## config.mk

```make
export PLATFORM = sky130hd
export DESIGN_NAME = instruction_decode_cc
export DESIGN_NICKNAME = d
export VERILOG_FILES = /design/src/rtl/instruction_decode_cc.sv
export SDC_FILE = /design/constraint.sdc
export NUM_CORES = 2
export LEC_CHECK = 0
export CORE_ASPECT_RATIO = 0.75
export CORE_MARGIN = 1.5
export CORE_UTILIZATION = 45
export CTS_CLUSTER_DIAMETER = 80
export DETAILED_ROUTE_END_ITERATION = 12
export PLACE_DENSITY = 0.66
export SYNTH_ARGS = -nofsm -noshare
export SYNTH_HDL_FRONTEND = slang
export SYNTH_SLANG_ARGS = --single-unit
```

## constraint.sdc

```tcl
create_clock -name clk -period 60.9 [get_ports clk]
set_clock_uncertainty 0.1 [all_clocks]
set_input_delay 12.18 -clock clk [delete_from_list [all_inputs] [get_ports clk]]
set_output_delay 12.18 -clock clk [all_outputs]
set_load 0.005 [all_outputs]
```

## src/rtl/instruction_decode_cc.sv

```systemverilog
// RV32I decode stage: register file with write-through bypass, control/ALU decode,
// immediate extension, and the ID/EX pipeline register feeding execute.
module instruction_decode_cc #(
    parameter int DATA_W = 32,
    parameter int NREGS  = 32
) (
    input  logic              clk,
    input  logic              rst,
    input  logic [31:0]       InstrD,
    input  logic [DATA_W-1:0] PCD,
    input  logic              RegWriteW,
    input  logic [4:0]        RdW,
    input  logic [DATA_W-1:0] ResultW,
    input  logic              FlushE,
    output logic              RegWriteE,
    output logic              MemWriteE,
    output logic              JumpE,
    output logic              BranchE,
    output logic              ALUSrcE,
    output logic [1:0]        ResultSrcE,
    output logic [2:0]        ALUControlE,
    output logic [DATA_W-1:0] RD1E,
    output logic [DATA_W-1:0] RD2E,
    output logic [DATA_W-1:0] ImmExtE,
    output logic [DATA_W-1:0] PCE,
    output logic [DATA_W-1:0] PCPlus4E,
    output logic [4:0]        Rs1E,
    output logic [4:0]        Rs2E,
    output logic [4:0]        RdE
);

    localparam logic [6:0] OP_LW   = 7'b0000011;
    localparam logic [6:0] OP_SW   = 7'b0100011;
    localparam logic [6:0] OP_R    = 7'b0110011;
    localparam logic [6:0] OP_IALU = 7'b0010011;
    localparam logic [6:0] OP_BEQ  = 7'b1100011;
    localparam logic [6:0] OP_JAL  = 7'b1101111;

    localparam logic [2:0] ALU_ADD = 3'b000;
    localparam logic [2:0] ALU_SUB = 3'b001;
    localparam logic [2:0] ALU_AND = 3'b010;
    localparam logic [2:0] ALU_OR  = 3'b011;
    localparam logic [2:0] ALU_SLT = 3'b101;

    typedef enum logic [2:0] {IMM_NONE, IMM_I, IMM_S, IMM_B, IMM_J} imm_sel_t;

    typedef struct packed {
        logic              reg_write;
        logic              mem_write;
        logic              jump;
        logic              branch;
        logic              alu_src;
        logic [1:0]        result_src;
        logic [2:0]        alu_control;
        logic [DATA_W-1:0] rd1;
        logic [DATA_W-1:0] rd2;
        logic [DATA_W-1:0] imm_ext;
        logic [DATA_W-1:0] pc;
        logic [DATA_W-1:0] pc_plus4;
        logic [4:0]        rs1;
        logic [4:0]        rs2;
        logic [4:0]        rd;
    } idex_t;

    logic [6:0]        opcode;
    logic [2:0]        funct3;
    logic [4:0]        rs1, rs2, rd;
    imm_sel_t          imm_sel;
    logic [DATA_W-1:0] imm_ext;
    logic [DATA_W-1:0] rd1, rd2;
    logic [DATA_W-1:0] regs [NREGS];
    idex_t             dec, ex;

    assign opcode = InstrD[6:0];
    assign funct3 = InstrD[14:12];
    assign rs1    = InstrD[19:15];
    assign rs2    = InstrD[24:20];
    assign rd     = InstrD[11:7];

    always_comb begin
        dec         = '0;
        imm_sel     = IMM_NONE;
        unique case (opcode)
            OP_LW: begin
                dec.reg_write  = 1'b1;
                dec.alu_src    = 1'b1;
                dec.result_src = 2'b01;
                imm_sel        = IMM_I;
            end
            OP_SW: begin
                dec.mem_write = 1'b1;
                dec.alu_src   = 1'b1;
                imm_sel       = IMM_S;
            end
            OP_R: dec.reg_write = 1'b1;
            OP_IALU: begin
                dec.reg_write = 1'b1;
                dec.alu_src   = 1'b1;
                imm_sel       = IMM_I;
            end
            OP_BEQ: begin
                dec.branch      = 1'b1;
                dec.alu_control = ALU_SUB;
                imm_sel         = IMM_B;
            end
            OP_JAL: begin
                dec.reg_write  = 1'b1;
                dec.jump       = 1'b1;
                dec.result_src = 2'b10;
                imm_sel        = IMM_J;
            end
            default: ;
        endcase

        // Only arithmetic ops look at funct3/funct7; sub needs op[5] so addi never becomes sub.
        if (opcode == OP_R || opcode == OP_IALU) begin
            unique case (funct3)
                3'b000:  dec.alu_control = (opcode[5] & InstrD[30]) ? ALU_SUB : ALU_ADD;
                3'b010:  dec.alu_control = ALU_SLT;
                3'b110:  dec.alu_control = ALU_OR;
                3'b111:  dec.alu_control = ALU_AND;
                default: dec.alu_control = ALU_ADD;
            endcase
        end

        dec.rd1      = rd1;
        dec.rd2      = rd2;
        dec.imm_ext  = imm_ext;
        dec.pc       = PCD;
        dec.pc_plus4 = PCD + 32'd4;
        dec.rs1      = rs1;
        dec.rs2      = rs2;
        dec.rd       = rd;
    end

    always_comb begin
        imm_ext = '0;
        unique case (imm_sel)
            IMM_I:   imm_ext = {{20{InstrD[31]}}, InstrD[31:20]};
            IMM_S:   imm_ext = {{20{InstrD[31]}}, InstrD[31:25], InstrD[11:7]};
            IMM_B:   imm_ext = {{20{InstrD[31]}}, InstrD[7], InstrD[30:25], InstrD[11:8], 1'b0};
            IMM_J:   imm_ext = {{12{InstrD[31]}}, InstrD[19:12], InstrD[20], InstrD[30:21], 1'b0};
            default: imm_ext = '0;
        endcase
    end

    // Write-through: a same-cycle WB write to the register being read wins over the array.
    always_comb begin
        rd1 = regs[rs1];
        rd2 = regs[rs2];
        if (RegWriteW && RdW != 5'd0 && RdW == rs1) rd1 = ResultW;
        if (RegWriteW && RdW != 5'd0 && RdW == rs2) rd2 = ResultW;
        if (rs1 == 5'd0) rd1 = '0;
        if (rs2 == 5'd0) rd2 = '0;
    end

    always_ff @(posedge clk or posedge rst) begin
        if (rst) begin
            for (int i = 0; i < NREGS; i++) regs[i] <= '0;
        end else if (RegWriteW && RdW != 5'd0) begin
            regs[RdW] <= ResultW;
        end
    end

    always_ff @(posedge clk or posedge rst) begin
        if (rst)         ex <= '0;
        else if (FlushE) ex <= '0;
        else             ex <= dec;
    end

    assign RegWriteE   = ex.reg_write;
    assign MemWriteE   = ex.mem_write;
    assign JumpE       = ex.jump;
    assign BranchE     = ex.branch;
    assign ALUSrcE     = ex.alu_src;
    assign ResultSrcE  = ex.result_src;
    assign ALUControlE = ex.alu_control;
    assign RD1E        = ex.rd1;
    assign RD2E        = ex.rd2;
    assign ImmExtE     = ex.imm_ext;
    assign PCE         = ex.pc;
    assign PCPlus4E    = ex.pc_plus4;
    assign Rs1E        = ex.rs1;
    assign Rs2E        = ex.rs2;
    assign RdE         = ex.rd;

endmodule
```

# [Word-level counts from Yosys, hierarchy flattened]
# Cells that the tools add are included.
[totals] regBits=1209 mem_bits_ro=0 latch_bits=0 n_memories=0 output_inout_bits=185 ram_bits=0 inputBits=105 word_cells=109
[op_classes] eq_ne=15 addsub=1 mul=0 reduce_logical=12 n_mux=26 n_shift=0 n_div=0 n_lt_le_gt_ge=4 n_bitwise=4
[ops] operator="$bwmux 1024" count=1
[ops] operator="$bmux 32 s5" count=2
[ops] operator="$mux 32" count=9
[ops] operator="$mux 185" count=1
[ops] operator="$demux 32 s5" count=1
[ops] operator="$pmux 32 s4" count=1
[ops] operator="$add 32x3->32 const B" count=1
[ops] operator="$pmux 3 s4" count=2
[ops] operator="$ge 6x6->1 const B" count=3
[ops] operator="$not 5->6" count=3
[ops] operator="$eq 7x6->1 const B" count=2
[ops] operator="$eq 7x7->1 const B" count=2
[ops] operator="$eq 5x5->1" count=2
[ops] operator="$logic_not 5->1" count=2
[ops] operator="$eq 3x2->1 const B" count=3
[ops] operator="$eq 3x3->1 const B" count=3
[ops] operator="$eq 7x2->1 const B" count=1
[ops] operator="$eq 7x5->1 const B" count=1
[ops] operator="$mux 1" count=7
[ops] operator="$lt 6x1->1 const B" count=1
[ops] operator="$reduce_bool 5->1" count=1
[ops] operator="$logic_and 1x1->1" count=4
[ops] operator="$pmux 2 s2" count=1
[ops] operator="$reduce_or 4->1" count=1
[ops] operator="7 further kinds" count=7

# [Logic depth before layout (Yosys ltp)]
[depth] word_depth=7 ltp_mapped=9 mapped_depth_nobuf=6

# [Worst setup path after synthesis]
# No wires, ideal clock.
[synth_timing] path_kind="input to register" start="input InstrD[15]" end="register ex (netlist bit RD1E[10])" arrival_ns=13.743 required_time_ns=60.676 n_path_buf=3 path_stages=8 path_slack_ns=46.933 setup_time_ns=0.124 cell_sequence="buf_2 -> buf_2 -> buf_2 -> mux4_2 -> mux2i_1 -> mux2i_1 -> a22oi_1 -> nand2_1"
[synth_via] elab_chain_len=7 word_cells_on_any_way=10 classes_between="eq/ne (1); mux (6); bitwise (1); reduce/logical (2)"
[synth_lines] element="start: declaration" line_no="9" text="input logic [31:0] InstrD,"
[synth_lines] element="$not 5->6 (not written as such)" line_no="149" text="rd1 = regs[rs1];"
[synth_lines] element="$bmux 32 s5" line_no="149"
[synth_lines] element="$mux 32 (not written as such) (2 in a row)" line_no="149"
[synth_lines] element="$mux 32" line_no="151" text="if (RegWriteW && RdW != 5'd0 && RdW == rs1) rd1 = ResultW;"
[synth_lines] element="$mux 32 *" line_no="153" text="if (rs1 == 5'd0) rd1 = '0;"
[synth_lines] element="$mux 185 *" line_no="167" text="else if (FlushE) ex <= '0;"
[synth_lines] element="end signal: assignment" line_no="166" text="if (rst) ex <= '0;"
[synth_lines] element="end signal: assignment" line_no="167"
[synth_lines] element="end signal: assignment" line_no="168" text="else ex <= dec;"
[synth_lines] element="end: declaration" line_no="72" text="idex_t dec, ex;"
# Every way passes the cells marked *; elsewhere a longest branch is shown, timed or not. The select of a mux whose other input is x is not followed.
# A chain may end at the register's enable or synchronous reset.

# [Worst setup path after layout]
[layout_timing] start="input InstrD[15]" end="register ex (netlist bit RD1E[26])"
# Same word-level chain as after synthesis.

==> results.toml <==
[clocking]
numClockSinks = 1195
clockBufferDepth = 3
post_cts_buffers = 0
cts_made_buffers = 117
clk_latency_ns = 0.75
path_clk_slew_ns = 0.06
cts_root_buf = "clkbuf_16"
hold_buffers = 0
cts.repair.resized = 0
cts_tree = "done"
h-tree-depth = 3

[final_layout]
fin_area_um2 = 68700
fillers = 11200
syn_to_final_growth_pct = 12.5
nets = 4247
drive_gt1_frac = 0.438

[setup_path]
rr_worst_depth = 5
worstSetupStartpointType = "input port"
cp-startpoint = "InstrD[15]"
critPathKind = "in -> reg"
path_max_fanout = 107
required_ns = 61.40
crit_arrival_ns = 16.73
crit_end = "RD1E[26]$_DFF_PP0_"
reg2reg_to = "RD1E[31]$_DFF_PP0_"
r2r_setup_slack_ns = 58.75
r2r-start = "regs[223]$_DFFE_PP0P_"
crit_path_end_kind = "flop"

[sta]
hold_viol_final = 0
tightestPinTransition_ns = 1.33
fin_crit_sh = 0.267
setup_viol = 0
maxSlewViolCount = 0
finalSetupTns_ns = 0
fmax_ghz = 0.0616
relSlewSlack = 0.109
grt_setup_unrepaired = "false"
period_needed_ns = 16.23

[drt]
antenna_left = 0
wl_um = 189000
wire_per_inst_um = 31.5
detail_route.iter0.violations = 4112
vias = 38800
drc = 0
via_per_inst = 6.46
dr.pass1.iters = 5

[synth]
yosysUniqueCellTypes = 67
synthTopCellsByArea = "dfrtp_1 (49%), mux2_2 (19%), mux4_2 (18%)"
synth_common_cells = "dfrtp_1 (1195), mux2_2 (1032), mux4_2 (497)"
ys_seq_area_frac = 0.489
avgSynthCellArea_um2 = 14.9
synth_ff_type = "dfrtp_1"
synth_edf_count = 0
synth_most_common_cell = "dfrtp_1"
ys_seq_elements = 1195
synth_nets = 4207
netlist_area_um2 = 61100
synth_largest_area_cell = "dfrtp_1"
synth_top_area_share = 0.489
yosys_warnings = 0
syn-instance-count = 4101
async_flop_share = 1.00

[floorplan]
core_region_area_um2 = 134000
die_w_um = 429
initial_utilization = 0.456
row_count = 116
die_height_um = 322
ios = 290
die-area_um2 = 138000

[global_route]
grt_pass1_vias = 39500
gr-usage-all-layers = 0.275
antenna_found_initial = 12
grt-ovfl-total = 0
grt_max_degree = 166
grt_pass1_wl_um = 279000

[run_status]
outcome = "finished clean"

[power]
pwr-share-clk = 0.334
peakVddDrop_v = 0.0000222
cellPowerDensity_nw_per_um2 = 31.7
p_seq_frac = 0.473
switching_power_w = 0.000582
pwr-share-comb = 0.193
total_power_w = 0.00218
p_int_w = 0.00159
switching_share = 0.267
p_leak_nw = 29.6

[placement]
hpwl_um = 108000
dpl_cell_area_um2 = 65000
io_buffers = 289
place_congestion = 0.808

[flow_run]
max_cap_violations = 0

[hold_path]
holdCritPathClass = "reg -> reg"
-- cell type report --
type | count | area (um^2) | area share
Sequential cell | 1195 | 29900 | 0.435
Clock buffer | 166 | 3370 | 0.0491
Antenna cell | 6 | 15.0 | 0.000218
Inverter | 9 | 41.3 | 0.000601
Tap cell | 1770 | 2210 | 0.0322
Timing Repair Buffer | 370 | 3570 | 0.0519
Clock inverter | 37 | 383 | 0.00557
Multi-Input combinational cell | 2448 | 29200 | 0.425
-- worst min path at each step --
stage | from | to | slack, ns | depth (start not counted)
after floorplan | regs[1000]$_DFFE_PP0P_ | regs[1000]$_DFFE_PP0P_ | 0.34 | 1
after global placement | regs[997]$_DFFE_PP0P_ | regs[997]$_DFFE_PP0P_ | 0.28 | 0
after detailed placement | regs[1020]$_DFFE_PP0P_ | regs[1020]$_DFFE_PP0P_ | 0.28 | 0
after CTS | regs[1014]$_DFFE_PP0P_ | regs[1014]$_DFFE_PP0P_ | 0.30 | 0
after global routing | regs[1009]$_DFFE_PP0P_ | regs[1009]$_DFFE_PP0P_ | 0.31 | 0
final | regs[1015]$_DFFE_PP0P_ | regs[1015]$_DFFE_PP0P_ | 0.29 | 0
-- metal layers --
layer | wire length [um] | up-vias | track usage
met3 | 16800 | 287 | 0.0691
met5 | 65 | - | 0
met4 | 5010 | 10 | 0.0766
li1 | - | 15600 | -
met2 | 86400 | 1718 | 0.415
met1 | 81000 | 21100 | 0.395
-- cell families after synthesis --
logic type,after synthesis,share of synthesized area
flip-flops,1195,0.489
AO/OA/AOI/OAI,255,0.0295
buffers and inverters,458,0.0357
XOR/XNOR,32,0.00459
multiplexers,1717,0.404
AND/OR/NAND/NOR,443,0.0366
adder cells (fa/ha/maj),1,0.000205
-- power groups by stage --
stage | combinational [W] | clock (W) | sequential [W]
after CTS | 0.000422 | 0.000740 | 0.00102
after floorplan | 0.000326 | 0 | 0.00101
after detailed placement | 0.000420 | 0 | 0.00104
final | 0.000420 | 0.000727 | 0.00103
after global routing | 0.000451 | 0.000772 | 0.00105
after global placement | 0.000411 | 0 | 0.00103
-- critical path: stages --
cell and delay (ns):
buf_8 0.58, buf_4 0.84, buf_12 0.66, buf_4 0.87, mux4_2 0.61, mux2_2 0.28
o211ai_1 0.26, nand2_1 0.09
-- cells in the final DEF, fill, tap and decap left out, types with 21 or more instances in the layout --
cell type	instances
mux2i_1	186
clkdlybuf4s50_1	279
mux4_2	497
nor3_1	29
nand2_1	117
buf_4	78
dfrtp_1	1195
o21ai_0	21
nor2b_1	59
clkbuf_1	25
clkbuf_8	23
nor2_1	69
clkbuf_16	119
a22oi_1	51
o22ai_1	37
a21oi_1	38
o211ai_1	33
nand3_1	36
clkinv_2	25
mux2_2	1032
-- metrics by stage --
stage	util	hold slack (ns)	worst slack, ns	instances
finish	0.513	0.295	44.67	6001
global placement	0.484	0.279	43.88	5792
global route	0.512	0.311	44.23	5998
CTS	0.512	0.297	44.61	5995
floorplan	-	0.341	14.96	4101
detailed placement	0.484	0.283	43.82	5792
-- state kept, by name, summed over array words and instances, names as in the netlist, 3 cells and up --
signal and flops:
regs 1024, ImmExtE 21, RD1E 32, RdE 5, RD2E 32, ALUControlE 3, Rs2E 5, Rs1E 5
PCPlus4E 32, PCE 30
Note: power is estimated with default switching activity, not from simulation.
